==> src/rtl/transmitter_pc2.sv <==
// transmitter_pc2: device-side PS/2-style frame sender for the keyboard simulator.
// Takes one scancode per valid/ready handshake and shifts out an 11-bit frame
// (start 0, data LSB first, odd parity, stop 1) on PC2_DATA. The serial clock
// PC2_CLK is divided down from clk. Data only changes while PC2_CLK is high, so
// a receiver that samples on the PC2_CLK falling edge always sees settled bits.
// A host inhibit aborts the frame and triggers an automatic retransmit.
module transmitter_pc2 #(
  parameter int CLK_DIV  = 2500,
  parameter int IDLE_GAP = 2
) (
  input  logic       clk,
  input  logic       rst,
  input  logic [7:0] tx_data,
  input  logic       tx_valid,
  output logic       tx_ready,
  input  logic       inhibit,
  output logic       PC2_CLK,
  output logic       PC2_DATA,
  output logic       busy,
  output logic       tx_done
);

  // One serial bit lasts two half-periods of PC2_CLK.
  localparam int BIT_CYC = 2 * CLK_DIV;
  // Idle time after a frame or abort. At least one cycle, so the GAP state
  // always has a defined exit even if no idle bit periods are requested.
  localparam int GAP_RAW = IDLE_GAP * BIT_CYC;
  localparam int GAP_CYC = (GAP_RAW < 1) ? 1 : GAP_RAW;
  localparam int CNT_W   = $clog2(BIT_CYC);
  localparam int GAP_W   = $clog2(GAP_CYC + 1);

  localparam logic [CNT_W-1:0] CNT_LAST = CNT_W'(BIT_CYC - 1);
  localparam logic [CNT_W-1:0] CNT_FALL = CNT_W'(CLK_DIV - 1);
  localparam logic [CNT_W-1:0] CNT_LOW  = CNT_W'(CLK_DIV);
  localparam logic [GAP_W-1:0] GAP_LAST = GAP_W'(GAP_CYC - 1);
  localparam logic [3:0]       BIT_STOP = 4'd10;

  localparam logic [1:0] ST_IDLE = 2'd0;
  localparam logic [1:0] ST_SEND = 2'd1;
  localparam logic [1:0] ST_GAP  = 2'd2;

  logic [1:0]       state_q, state_d;
  logic [CNT_W-1:0] cnt_q, cnt_d;
  logic [3:0]       bit_q, bit_d;
  logic [GAP_W-1:0] gap_q, gap_d;
  logic [7:0]       byte_q, byte_d;
  logic             retx_q, retx_d;
  logic             clk_q, clk_d;
  logic             data_q, data_d;
  logic             busy_q, busy_d;
  logic             done_q, done_d;

  logic [10:0]      frame_w;
  logic [3:0]       next_bit_w;
  logic             abort_w;

  // Frame image indexed by bit number: bit 0 is start, bit 10 is stop.
  assign frame_w    = {1'b1, ~^byte_q, byte_q, 1'b0};
  assign next_bit_w = bit_q + 4'd1;

  // Once the stop bit's low phase has begun the frame is committed, so an
  // inhibit from that point on is ignored and the frame completes normally.
  assign abort_w = inhibit && !((bit_q == BIT_STOP) && (cnt_q >= CNT_LOW));

  assign tx_ready = (state_q == ST_IDLE) && !inhibit && !rst;
  assign PC2_CLK  = clk_q;
  assign PC2_DATA = data_q;
  assign busy     = busy_q;
  assign tx_done  = done_q;

  // Next-state logic: handshake in IDLE, bit timing in SEND, idle/retransmit in GAP.
  always_comb begin
    state_d = state_q;
    cnt_d   = cnt_q;
    bit_d   = bit_q;
    gap_d   = gap_q;
    byte_d  = byte_q;
    retx_d  = retx_q;
    clk_d   = clk_q;
    data_d  = data_q;
    busy_d  = busy_q;
    done_d  = 1'b0;

    case (state_q)
      ST_IDLE: begin
        if (tx_valid && tx_ready) begin
          byte_d  = tx_data;
          state_d = ST_SEND;
          cnt_d   = '0;
          bit_d   = 4'd0;
          clk_d   = 1'b1;
          data_d  = 1'b0;
          busy_d  = 1'b1;
          retx_d  = 1'b0;
        end
      end

      ST_SEND: begin
        if (abort_w) begin
          state_d = ST_GAP;
          gap_d   = '0;
          clk_d   = 1'b1;
          data_d  = 1'b1;
          retx_d  = 1'b1;
        end else if (cnt_q == CNT_LAST) begin
          cnt_d = '0;
          clk_d = 1'b1;
          if (bit_q == BIT_STOP) begin
            state_d = ST_GAP;
            gap_d   = '0;
            data_d  = 1'b1;
            done_d  = 1'b1;
            retx_d  = 1'b0;
          end else begin
            bit_d  = next_bit_w;
            data_d = frame_w[next_bit_w];
          end
        end else begin
          cnt_d = cnt_q + 1'b1;
          if (cnt_q == CNT_FALL) begin
            clk_d = 1'b0;
          end
        end
      end

      ST_GAP: begin
        clk_d  = 1'b1;
        data_d = 1'b1;
        if (gap_q != GAP_LAST) begin
          gap_d = gap_q + 1'b1;
        end else if (retx_q) begin
          // Aborted frame: resend the held byte once the host lets go.
          if (!inhibit) begin
            state_d = ST_SEND;
            cnt_d   = '0;
            bit_d   = 4'd0;
            data_d  = 1'b0;
            retx_d  = 1'b0;
          end
        end else begin
          state_d = ST_IDLE;
          busy_d  = 1'b0;
        end
      end

      default: begin
        state_d = ST_IDLE;
        busy_d  = 1'b0;
        clk_d   = 1'b1;
        data_d  = 1'b1;
      end
    endcase
  end

  // State registers with synchronous reset; reset truncates any frame in flight.
  always_ff @(posedge clk) begin
    if (rst) begin
      state_q <= ST_IDLE;
      cnt_q   <= '0;
      bit_q   <= 4'd0;
      gap_q   <= '0;
      byte_q  <= 8'h00;
      retx_q  <= 1'b0;
      clk_q   <= 1'b1;
      data_q  <= 1'b1;
      busy_q  <= 1'b0;
      done_q  <= 1'b0;
    end else begin
      state_q <= state_d;
      cnt_q   <= cnt_d;
      bit_q   <= bit_d;
      gap_q   <= gap_d;
      byte_q  <= byte_d;
      retx_q  <= retx_d;
      clk_q   <= clk_d;
      data_q  <= data_d;
      busy_q  <= busy_d;
      done_q  <= done_d;
    end
  end

endmodule
==> config.mk <==
export PLATFORM = sky130hd
export DESIGN_NAME = transmitter_pc2
export DESIGN_NICKNAME = d
export VERILOG_FILES = /design/src/rtl/transmitter_pc2.sv
export SDC_FILE = /design/constraint.sdc
export NUM_CORES = 1
export LEC_CHECK = 0
export BUFFER_PORTS_ARGS = -buffer_cell sky130_fd_sc_hd__buf_2
export CAP_MARGIN = 20
export CORE_MARGIN = 4
export CORE_UTILIZATION = 45
export DETAILED_ROUTE_END_ITERATION = 12
export PLACE_DENSITY = 0.63
export SLEW_MARGIN = 10
export SYNTH_ARGS = -nofsm -noshare
export SYNTH_HDL_FRONTEND = slang
export SYNTH_SLANG_ARGS = --single-unit
==> constraint.sdc <==
create_clock -name clk -period 2.75 [get_ports clk]
set_input_delay 0.55 -clock clk [delete_from_list [all_inputs] [get_ports clk]]
set_output_delay 0.55 -clock clk [all_outputs]
set_load 0.005 [all_outputs]
==> impl_metrics.csv <==
group,metric,value,unit
outcome,run_status,"finished clean",
floorplan,start_util,0.475,
sta,fin_crit,2.48,ns
cts,cts-root-buf,"clkbuf_8",
cts,post-cts-setup-buffers,0,
sta,slew_headroom,0.669,
setup_path,cp_num_buf_inv,0,
setup_path,path_type_of_the_worst_setup_path,"register to register",
hold_path,hold_path_class,"input port to register",
logic_synthesis,postSynthNetCount,343,
cts,cts_max_level,2,
place,final_replace_weighted_congestion,0.850,
route,detail_route.vias_per_cell,5.64,
setup_path,path_max_fanout,9,
run,drv.max_cap_violation_count,0,
logic_synthesis,synth-edff-count,0,
floorplan,row_count,27,
final_layout,fillCellCount,552,
setup_path,dominant_delay_contributor_by_cell_family_on_the_critical_path,"simple AND/OR/NAND/NOR gates",
sta,timing.setup.tns,0,ns
final_layout,area_growth,10.5,%
sta,hold_viol_final,0,
route,vias,2331,
global_routing,grt_first_pass_wirelength,10.5,mm
final_layout,final_net_count,363,
logic_synthesis,synthesis.instances,322,
route,route.final.wire_length,6.06,mm
final_layout,layout_commonest_cell,"dfxtp_1",
setup_path,setup_crit_end_kind,"register",
place,detailedPlacementHpwl,4.47,mm
power,p_per_area,603,nW/um2
logic_synthesis,ys.warnings.count,0,
floorplan,width_of_the_die,85.4,um
logic_synthesis,async_flop_share,0,
floorplan,dieHeight,85.4,um
setup_path,worst-endpoint-required,2.95,ns
global_routing,first_global_vias,2187,
sta,drv_slew,0,
route,drtPass1Iterations,4,
sta,timing.final.crit_share,0.900,
cts,cts_buffer_depth,2,
sta,setup_repair_after_global_routing_missed_its_margin,"no",
logic_synthesis,yosysSeqAreaShare,0.341,
floorplan,core_region_area,5680,um2
setup_path,worst_setup_path_start_kind,"register",
setup_path,cp_cell_sequence,"ha_1 -> nand2_1 -> or4_4 -> or2_4 -> nand3_2 -> and3_1 -> mux2_2",
floorplan,die-area,7300,um2
sta,timing.hold.ws,0.479,ns
cts,clock_latency,0.30,ns
logic_synthesis,yosysUniqueCellTypes,60,
logic_synthesis,synth.avg_cell_area,8.38,um2
route,detail-route-antenna-nets,0,
final_layout,layout_common_cells,"46 x dfxtp_1, 33 x nor2_1, 26 x nand2_1",
power,power.ir.vdd_worst,375,uV
route,avgRoutedWirePerCell,14.7,um
global_routing,grt_overflow_total,0,
route,route.detailed.drc,0,
sta,max_clock_freq,0.404,GHz
global_routing,globalRouteTotalUtil,0.174,
final_layout,post-route-util,0.525,
sta,fin_worst_skew,0.00526,ns
logic_synthesis,most_instantiated_flip_flop_cell_in_the_synthesis_netlist,"dfxtp_1",
final_layout,inserted_diodes,0,
power,total_leakage_power,1.04,nW
cts,clk_pin_slew,0.08,ns
final_layout,drive_gt1_frac,0.147,
setup_path,crit_arrival,2.67,ns
global_routing,largest_net_degree_at_the_start_of_global_routing,25,
global_routing,grt_antenna_before_repair,0,
cts,cts_made_buffers,5,
place,io_buffers,16,
sta,final_number_of_setup_violating_endpoints,0,
setup_path,slowest_stage,"or4_4",
floorplan,num_io_pins,17,
cts,clock_sink_count,46,
logic_synthesis,mappedNetlistArea,2700,um2
setup_path,cpPeakStageDelay,0.55,ns
cts,tritoncts,"yes",
logic_synthesis,number_of_storage_elements_in_the_synthesis_netlist,46,
sta,worstMarginPinSlew,0.496,ns
route,detail_route.iter0.violations,135,
-- through the flow --
step | setup slack (ns) | std cells | area [um2] | power, mW
after detailed placement | 0.101 | 407 | 2890 | 1.39
after floorplan | 0.450 | 322 | 2700 | 1.22
after CTS | 0.190 | 413 | 2970 | 1.82
after global routing | 0.132 | 413 | 2980 | 1.93
after global placement | 0.166 | 407 | 2890 | 1.38
final | 0.275 | 413 | 2980 | 1.80
-- cells by family (layout without fill, tap and decap cells) --
group                      count (synthesis)  count (layout)  share of synthesized area
adders and majority gates                  9               9                     0.0417
xor gates and xnor gates                  19              19                     0.0617
muxes                                     15              15                     0.0608
and+or+nand+nor                          140             140                      0.287
buffers and inverters                     22              41                     0.0315
AOI/OAI and AO/OA                         71              71                      0.176
DFF                                       46              46                      0.341
-- routing by layer --
layer / routed length [um] / vias up / share of wire / global-route usage
met5: 0 / - / 0 / 0
met4: 41 / 0 / 0.0068 / 0.0345
met3: 162 / 4 / 0.027 / 0.0408
met2: 2810 / 24 / 0.46 / 0.278
met1: 3050 / 1085 / 0.50 / 0.240
li1: - / 1218 / - / -
-- power breakdown --
group,leakage (nW),internal (mW),switching (mW)
clock,0.0431,0.194,0.225
sequential,0.372,0.707,0.0315
combinational,0.627,0.246,0.394
total,1.04,1.15,0.650
-- worst reg2reg max path, stage by stage (launching register included) --
cell and delay [ns]:
dfxtp_1 0.39, ha_1 0.28, nand2_1 0.13, or4_4 0.55, or2_4 0.27, nand3_2 0.19, and3_1 0.24, mux2_2 0.34
-- sequential cells by signal, summed over array words and instances (netlist names), 2 cells and up --
register,cells
bit_q,4
byte_q,8
cnt_q,13
state_q,2
gap_q,14
-- synth_stat cells, drive strengths merged, types with 2 or more instances --
library cell,count,share of area
a21oi,21,0.039
a31oi,2,0.0046
and2,4,0.0097
and3,7,0.018
and4,4,0.013
buf,2,0.0037
clkbuf,10,0.014
dfxtp,46,0.34
ha,9,0.042
inv,10,0.014
mux2i,13,0.048
nand2,27,0.038
nand2b,6,0.014
nand3,17,0.035
nand4,5,0.012
nand4b,2,0.0065
nor2,33,0.046
nor3,10,0.019
nor3b,2,0.0056
nor4,6,0.019
o211a,2,0.0074
o211ai,3,0.0083
o21a,2,0.0056
o21ai,16,0.030
o31ai,8,0.022
o32ai,2,0.0065
o41a,2,0.0083
o41ai,2,0.0065
or2,2,0.0056
or3,3,0.0070
or3b,3,0.0097
or4,4,0.013
or4b,2,0.0074
xnor2,18,0.058
-- worst paths after layout --
check	endpoint	startpoint	slack, ns	depth (start not counted)
min	byte_q[3]	tx_data[3]	0.48	3
min reg2reg	gap_q[12]	gap_q[12]	0.50	1
max	state_q[0]	cnt_q[0]	0.27	7
max reg2reg	state_q[0]	cnt_q[0]	0.27	7
-- timing repair --
| action | in CTS | in global routing |
|---|---|---|
| hold buffers | 0 | 0 |
| gates resized for setup | 0 | 2 |
| setup endpoints to repair | 0 | 14 |
-- cell type report --
| cell class | instances | area, um2 | area share |
|---|---|---|---|
| inverter | 10 | 37.5 | 0.0126 |
| timing repair buffer | 25 | 148 | 0.0495 |
| sequential | 46 | 921 | 0.309 |
| clock buffer | 6 | 82.6 | 0.0277 |
| multi-input combinational | 254 | 1700 | 0.571 |
| tap | 72 | 90.1 | 0.0302 |
Note: power is estimated with default switching activity, not from simulation.
